--- src/rtl/loop_controller_pkg.sv ---
// Shared types for the fetch-side loop controller: PC/opcode types, loop opcodes
// and the controller state encoding.
package loop_controller_pkg;

  typedef logic [15:0] PROGRAM_COUNTER;
  typedef logic [3:0]  op_code;

  localparam op_code OP_LOOP_OPEN  = 4'h7;
  localparam op_code OP_LOOP_CLOSE = 4'h8;

  typedef enum logic [1:0] {RUN, SKIP, FAULT} loop_state_t;

endpackage

--- src/rtl/loop_stack.sv ---
// LIFO of loop-start PCs with combinational top; push when full and pop when
// empty are ignored so the controller owns all structural error handling.
module loop_stack
  import loop_controller_pkg::*;
#(
  parameter int DEPTH = 16
) (
  input  logic                       clk,
  input  logic                       rst_n,
  input  logic                       push_i,
  input  logic                       pop_i,
  input  PROGRAM_COUNTER             data_i,
  output PROGRAM_COUNTER             top_o,
  output logic [$clog2(DEPTH+1)-1:0] depth_o,
  output logic                       full_o,
  output logic                       empty_o
);

  localparam int CNT_W = $clog2(DEPTH + 1);
  localparam int IDX_W = (DEPTH > 1) ? $clog2(DEPTH) : 1;

  PROGRAM_COUNTER   mem_q [DEPTH];
  logic [CNT_W-1:0] depth_q, depth_d;
  logic [CNT_W-1:0] top_cnt;
  logic             push_ok, pop_ok;

  assign full_o  = (depth_q == CNT_W'(DEPTH));
  assign empty_o = (depth_q == '0);
  assign push_ok = push_i && !full_o;
  assign pop_ok  = pop_i && !empty_o;
  assign top_cnt = depth_q - CNT_W'(1);
  assign top_o   = empty_o ? '0 : mem_q[top_cnt[IDX_W-1:0]];
  assign depth_o = depth_q;

  always_comb begin
    depth_d = depth_q;
    if (push_ok)     depth_d = depth_q + CNT_W'(1);
    else if (pop_ok) depth_d = depth_q - CNT_W'(1);
  end

  always_ff @(posedge clk or negedge rst_n) begin
    if (!rst_n) depth_q <= '0;
    else        depth_q <= depth_d;
  end

  // Storage needs no reset: entries at or above depth are never observed.
  always_ff @(posedge clk) begin
    if (push_ok) mem_q[depth_q[IDX_W-1:0]] <= data_i;
  end

endmodule

--- src/rtl/loop_controller.sv ---
// Loop-open/close sequencer for the fetch PC mux: backward jumps via a return
// stack, forward skip-scan on a zero cell, and a sticky structural fault.
//
//   state | meaning
//   RUN   | normal execution; OPEN pushes, CLOSE jumps back or pops
//   SKIP  | scanning forward to the matching CLOSE, datapath suppressed
//   FAULT | overflow/underflow/runaway scan; PC frozen until reset
module loop_controller
  import loop_controller_pkg::*;
#(
  parameter int DEPTH  = 16,
  parameter int NEST_W = 8
) (
  input  logic                       clk,
  input  logic                       rst_n,
  input  PROGRAM_COUNTER             pc,
  input  op_code                     instruction,
  input  logic                       cell_zero,
  output logic                       pc_src,
  output PROGRAM_COUNTER             pc_loaded,
  output logic                       skip,
  output logic [$clog2(DEPTH+1)-1:0] depth,
  output logic                       fault
);

  loop_state_t       state_q, state_d;
  logic [NEST_W-1:0] nest_q, nest_d;
  logic              push, pop, full, empty;
  PROGRAM_COUNTER    top;

  loop_stack #(.DEPTH(DEPTH)) u_stack (
    .clk     (clk),
    .rst_n   (rst_n),
    .push_i  (push),
    .pop_i   (pop),
    .data_i  (pc),
    .top_o   (top),
    .depth_o (depth),
    .full_o  (full),
    .empty_o (empty)
  );

  always_comb begin
    state_d   = state_q;
    nest_d    = nest_q;
    push      = 1'b0;
    pop       = 1'b0;
    pc_src    = 1'b0;
    pc_loaded = '0;
    skip      = 1'b0;
    unique case (state_q)
      RUN: begin
        if (instruction == OP_LOOP_OPEN) begin
          if (cell_zero) begin
            nest_d  = NEST_W'(1);
            state_d = SKIP;
          end else if (full) begin
            state_d = FAULT;
          end else begin
            push = 1'b1;
          end
        end else if (instruction == OP_LOOP_CLOSE) begin
          if (empty) begin
            state_d = FAULT;
          end else if (!cell_zero) begin
            pc_src    = 1'b1;
            pc_loaded = top + 16'd1;
          end else begin
            pop = 1'b1;
          end
        end
      end
      SKIP: begin
        skip = 1'b1;
        if (instruction == OP_LOOP_OPEN) begin
          if (&nest_q) state_d = FAULT;
          else         nest_d  = nest_q + NEST_W'(1);
        end else if (instruction == OP_LOOP_CLOSE) begin
          if (nest_q == NEST_W'(1)) begin
            nest_d  = '0;
            state_d = RUN;
          end else begin
            nest_d = nest_q - NEST_W'(1);
          end
        end
        // A matching CLOSE at the last address still counts as found.
        if (pc == 16'hFFFF && state_d == SKIP) state_d = FAULT;
      end
      FAULT: begin
        skip      = 1'b1;
        pc_src    = 1'b1;
        pc_loaded = pc;
      end
      default: state_d = FAULT;
    endcase
  end

  always_ff @(posedge clk or negedge rst_n) begin
    if (!rst_n) begin
      state_q <= RUN;
      nest_q  <= '0;
    end else begin
      state_q <= state_d;
      nest_q  <= nest_d;
    end
  end

  assign fault = (state_q == FAULT);

endmodule

--- config.mk ---
export PLATFORM = sky130hd
export DESIGN_NAME = loop_controller
export DESIGN_NICKNAME = d
export VERILOG_FILES = /design/src/rtl/loop_controller_pkg.sv /design/src/rtl/loop_stack.sv /design/src/rtl/loop_controller.sv
export SDC_FILE = /design/constraint.sdc
export NUM_CORES = 1
export LEC_CHECK = 0
export CORE_ASPECT_RATIO = 1.1
export CORE_MARGIN = 1.5
export CORE_UTILIZATION = 30
export CTS_CLUSTER_DIAMETER = 40
export CTS_CLUSTER_SIZE = 30
export DETAILED_ROUTE_END_ITERATION = 8
export PLACE_DENSITY = 0.46
export SLEW_MARGIN = 25
export SYNTH_ARGS = -nofsm -noshare
export SYNTH_HDL_FRONTEND = slang
export SYNTH_SLANG_ARGS = --single-unit
--- constraint.sdc ---
create_clock -name clk -period 7.4 [get_ports clk]
set_clock_uncertainty 0.15 [all_clocks]
set_input_delay 1.48 -clock clk [delete_from_list [all_inputs] [get_ports clk]]
set_output_delay 1.48 -clock clk [all_outputs]
set_load 0.01 [all_outputs]
== Word-level counts from Yosys, hierarchy flattened ==
Memory sizes are Yosys's and may differ from the RTL's.
Index checks and enable logic that the tools add are counted.
Word-level totals
  flip-flop bits (word level): 15
  latch bits: 0
  bits in writable memories: 256
  memory bits (read-only): 0
  input port bits: 23
  output and inout port bits: 24
  word-level logic and storage cells: 82
  memories: 1
Memories
  u_stack.mem_q: words 16, width 16, rd ports 1, clocked after Yosys merged registers in 0, wr ports 1, line loop_stack.sv:22  | PROGRAM_COUNTER mem_q [DEPTH];
Operators by class
  add/subtract/negate cells: 5
  multipliers: 0
  divide/modulo/power cells: 0
  order comparisons: 0
  equal/unequal tests: 15
  shift operators: 0
  muxes and demuxes: 44
  bitwise gates (word level): 1
  reduce and logical (&&, ||, !) cells: 13
Operator list (count)
  $mux W16: 5
  $mux W8: 6
  $pmux W16 S2: 1
  $mux W2: 11
  $add A16 B1 Y16 const B: 1
  $eq A16 B16 Y1 const B: 1
  $mux W1: 16
  $pmux W8 S2: 1
  $mux W5: 2
  $ne A3 B3 Y1 const B: 3
  $add A8 B1 Y8 const B: 1
  $eq A8 B1 Y1 const B: 1
  $reduce_and A8 Y1: 1
  $sub A8 B1 Y8 const B: 1
  $pmux W2 S3: 1
  $add A5 B1 Y5 const B: 1
  $eq A5 B5 Y1 const B: 1
  $logic_not A5 Y1: 1
  $reduce_and A5 Y1: 1
  $sub A5 B1 Y5 const B: 1
  $eq A2 B1 Y1 const B: 2
  $eq A4 B3 Y1 const B: 1
  $eq A4 B4 Y1 const B: 1
  $ne A2 B2 Y1 const B: 2
  other kinds (11): 15

== Logic depth before layout (Yosys ltp) ==
  word-level depth: 9
  depth in mapped cells: 18
  gate-level depth less buffers: 12

== Cells and area by module ==
From an unflattened synthesis, not the netlist that was laid out.
Second synthesis, totals
  cell total of the unflattened synthesis: 633
  area, all modules: 11534.8 µm²
Modules (own cells, without submodules)
  loop_stack: instances 1, cells an instance 451, area an instance 10174.8 µm², sequential area each 7812.5 µm²
  loop_controller: instances 1, cells an instance 182, area an instance 1360.1 µm², sequential area each 250.2 µm²

== Worst setup path after synthesis ==
OpenSTA, ideal clock, no wires.
  path kind: flip-flop to output port
  start point: reg u_stack.depth_q[0] (netlist: u_stack.depth_o[0])
  end point: out pc_loaded[8]
  arrival: 3.771 ns
  required time: 5.770 ns
  setup slack: 1.999 ns
  stages on the path, launching flop included: 16
  path buffers: 4
  cell sequence: dfrtp_1 -> buf_2 -> inv_2 -> clkbuf_1 -> ha_1 -> inv_1 -> buf_2 -> clkbuf_1 -> a31oi_1 -> o2111a_1 -> a2111oi_2 -> ha_1 -> nand3_1 -> nor3_1 -> xnor2_1 -> a32o_1
On the way
  cells in the longest elaborated chain, start to end: 9
  elaborated cells between the ends (all ways): 10
  those cells by class: add/sub: 2; mux: 6; reduce/logical: 1; memory: 1
RTL lines
  start: declaration: line loop_stack.sv:23  | logic [CNT_W-1:0] depth_q, depth_d;
  start signal: assignment: line loop_stack.sv:43  | else depth_q <= depth_d;
  $sub A5 B1 Y5: line loop_stack.sv:31  | assign top_cnt = depth_q - CNT_W'(1);
  $mem_v2 Z16 W16
  $mux W16: line loop_stack.sv:32  | assign top_o = empty_o ? '0 : mem_q[top_cnt[IDX_W-1:0]];
  $add A16 B1 Y16: line loop_controller.sv:67  | pc_loaded = top + 16'd1;
  $mux W16: line loop_controller.sv:65  | end else if (!cell_zero) begin
  $mux W16 *: line loop_controller.sv:63  | if (empty) begin
  $mux W16 *: line loop_controller.sv:62  | end else if (instruction == OP_LOOP_CLOSE) begin
  $mux W16 *: line loop_controller.sv:53  | if (instruction == OP_LOOP_OPEN) begin
  $pmux W16 S2 *: line loop_controller.sv:51  | unique case (state_q)
  end: declaration: line loop_controller.sv:20  | output PROGRAM_COUNTER pc_loaded,
Mark *: on every way between the ends. The rest lies on a longest branch, timed or not.

== Worst setup path in the final report ==
  start point: reg u_stack.depth_q[0] (netlist: u_stack.depth_o[0])
  end point: out pc_loaded[11]
The elaborated chain is that of the path after synthesis.

==> impl_metrics.ini <==
[status]
status = complete, no violations

[sta]
hold_violations = 0
max_freq_mhz = 143
holdWs_ns = 0.358
rsz0062_at_grt = false
slew_headroom = 0.340
period_minus_slack_ns = 7.02
finalSetupViolations = 0
drv_slew = 0
worst_pin_slew_ns = 0.991
tns_ns = 0
setup_ws_ns = 0.382
finalCritPeriodShare = 0.948

[clocking]
ctsHtreeMaxLevel = 2
cts_tree = built
cts-hold-fix-buffers = 0
clock-sinks = 271
cts_root_buffer = clkbuf_16
clkLatencyLatePin_ns = 0.56
cts_buffer_depth = 3
cts.reportedPaths.clkPinSlew_ns = 0.06
cts_made_buffers = 46

[synthesis]
yosys_warnings = 0
synth_top_area_frac = 0.647
netlist_top_cells_area = edfxtp_1 (65%), mux4_2 (11%), dfrtp_1 (3.2%)
syn_area_sq_um = 11900
synthArstFlopShare = 0.0554
synth-main-ff-cell = edfxtp_1
synth.avg_cell_area_sq_um = 16.1
ys_seq_area_frac = 0.678
ys_seq_elements = 271
synth_nets = 772
synth_area_leader_cell = edfxtp_1
synth_edf_count = 256
syn_inst = 737
synthDistinctLibCells = 64

[die]
rows = 76
dieArea_sq_um = 40800
fp.coreArea_sq_um = 39100
io_pins = 47
initial_core_util = 0.304
die_h_microns = 212
die_x_microns = 193

[setup_path]
cp-endpoint = pc_loaded[11]
crit_chain = inv_2 > ha_1 > xnor2_2 > buf_4 > nand3_1 > nand2_1 > o22ai_1 > or4_1 > nor4_2 > xor2_1 > o21ai_1 > clkdlybuf4s50_1
r2r_setup_slack_ns = 3.74
crit_path_start = u_stack.depth_o[0]
critPathKind = register to primary output
startpoint_type = register
r2r_end = u_stack.mem_q[2][3]
cp.arrival_ns = 5.39
cp_top_family = simple AND/OR/NAND/NOR gates
cpMaxStageDelayCell = or4_1
critPathBufInv = 3
path_max_fanout = 20
cp.required_ns = 5.77
r2r-start = state_q[1]
cp.depth = 12
critPathMaxStageDelay_ns = 0.74
endpoint_kind = primary output
ff2ff_path_depth = 7

[detailed_routing]
vias_per_cell = 5.13
drtIter0Drc = 528
route.detailed.drc = 0
wirelength_microns = 32900
ant_nets = 0
wl_per_cell_microns = 24.0
vias = 7029
first_pass_iters = 4

[job]
max_cap_violations = 0

[finish]
syn_to_final_growth_pct = 23.1
drive_gt1_frac = 0.226
fillers = 3644
layout.nets = 862
seqCellArea_sq_um = 8070
num_antenna_cells = 0
multi_input_area_sq_um = 3620

[placed_design]
dp_hpwl_microns = 19900
dp_slack_ns = 0.840
gp_congestion = 0.766
port_buffers = 46

[power]
peakVddDrop_uv = 177
leakage_nw = 4.88
power_density_nw_per_um2 = 383
power_mw = 5.61

[grt]
grtUsageTotal = 0.168
grt_overflow = 0
grt_max_degree = 56
antenna_found_initial = 0
grt_pass1_wl_microns = 48900
grt_pass1_vias = 7255

[min_path]
hp-class = register to register
==> worst min-delay path by stage <==
stage          depth (start not counted)       from  slack (ns)        end
2_1_floorplan                          1  nest_q[7]        0.30  nest_q[7]
3_3_place_gp                           1  nest_q[7]        0.34  nest_q[7]
3_5_place_dp                           1  nest_q[7]        0.35  nest_q[7]
4_1_cts                                1  nest_q[7]        0.36  nest_q[7]
5_1_grt                                1  nest_q[6]        0.39  nest_q[6]
6_report                               1  nest_q[7]        0.36  nest_q[7]
==> logic make-up (layout without fill, tap and decap cells) <==
family / count (synthesis) / after routing / synth area share
muxes: 77 / 77 / 0.125
adders and majority gates: 12 / 12 / 0.0126
DFF: 271 / 271 / 0.678
AOI/OAI and AO/OA: 101 / 101 / 0.0548
xor gates and xnor gates: 20 / 20 / 0.0154
and+or+nand+nor: 208 / 208 / 0.0941
buffers and inverters: 48 / 174 / 0.0200
==> cell usage in the layout (no fill, tap or decap), types with 4 or more instances in the layout <==
| cell type | count |
|---|---|
| xor2_1 | 5 |
| and3_1 | 17 |
| nor2b_1 | 6 |
| inv_1 | 6 |
| clkbuf_16 | 47 |
| o22ai_1 | 6 |
| dfrtp_1 | 14 |
| o21ai_1 | 10 |
| ha_1 | 11 |
| mux4_2 | 57 |
| a21oi_1 | 16 |
| edfxtp_1 | 256 |
| buf_4 | 34 |
| xnor2_1 | 13 |
| clkdlybuf4s50_1 | 46 |
| inv_6 | 7 |
| bufinv_16 | 4 |
| nand4_1 | 4 |
| o31ai_1 | 8 |
| mux2i_1 | 19 |
| clkbuf_1 | 5 |
| clkinvlp_4 | 5 |
| clkinv_2 | 8 |
| nor3_1 | 8 |
| a31oi_1 | 13 |
| nor2_1 | 23 |
| nand2_1 | 73 |
| o21ai_0 | 22 |
| nand3_1 | 35 |
| and2_1 | 9 |
==> power breakdown <==
group / switching (mW) / total (mW) / internal, mW / leakage (nW)
combinational: 1.04 / 1.78 / 0.736 / 1.64
clock: 0.776 / 2.10 / 1.32 / 0.746
sequential: 0.0447 / 1.74 / 1.69 / 2.49
total: 1.86 / 5.61 / 3.75 / 4.88
==> cell type report <==
type | instances | share of cell area
Timing Repair Buffer | 82 | 0.0510
Sequential cell | 271 | 0.551
Clock buffer | 52 | 0.0817
Clock inverter | 32 | 0.0228
Tap cell | 507 | 0.0433
Inverter | 8 | 0.00231
Multi-Input combinational cell | 418 | 0.248
==> synth_stat cells, drive strengths merged (3+ instances only) <==
master  number
edfxtp     256
nand2       74
mux4        57
nand3       35
o21ai       32
buf         24
nor2        24
mux2i       19
and3        17
a21oi       16
clkbuf      16
dfrtp       15
xnor2       14
a31oi       13
ha          12
and2         9
o31ai        9
inv          8
nor3         8
nor2b        6
nor4         6
o22ai        6
xor2         6
nor4b        5
nand4        4
a211oi       3
a221oi       3
a22oi        3
nor3b        3
o211ai       3
or2          3
==> metal layers <==
metal / global-route usage / vias to the layer above / part of all wire
met5: 0 / - / 0
met2: 0.263 / 191 / 0.48
met3: 0.0305 / 54 / 0.047
met1: 0.233 / 3644 / 0.45
li1: - / 3140 / -
met4: 0.0628 / 0 / 0.025
==> repair_timing <==
| item | CTS | global route |
|---|---|---|
| gates resized for setup | 0 | 2 |
| endpoints found under the setup margin | 0 | 6 |
| buffers inserted | 0 | 3 |
==> flip-flops by register name, summed over array words and instances, names as in the netlist <==
signal,cells
state_q,2
u_stack.depth_o,5
u_stack.mem_q,256
nest_q,8
==> through the flow <==
step | util | cell area (sq um) | cells
floorplan | - | 11900 | 737
global placement | 0.334 | 13100 | 1283
CTS | 0.373 | 14600 | 1367
global route | 0.374 | 14600 | 1370
detailed placement | 0.334 | 13100 | 1283
finish | 0.374 | 14600 | 1370
(Power assumes the default switching activity.)
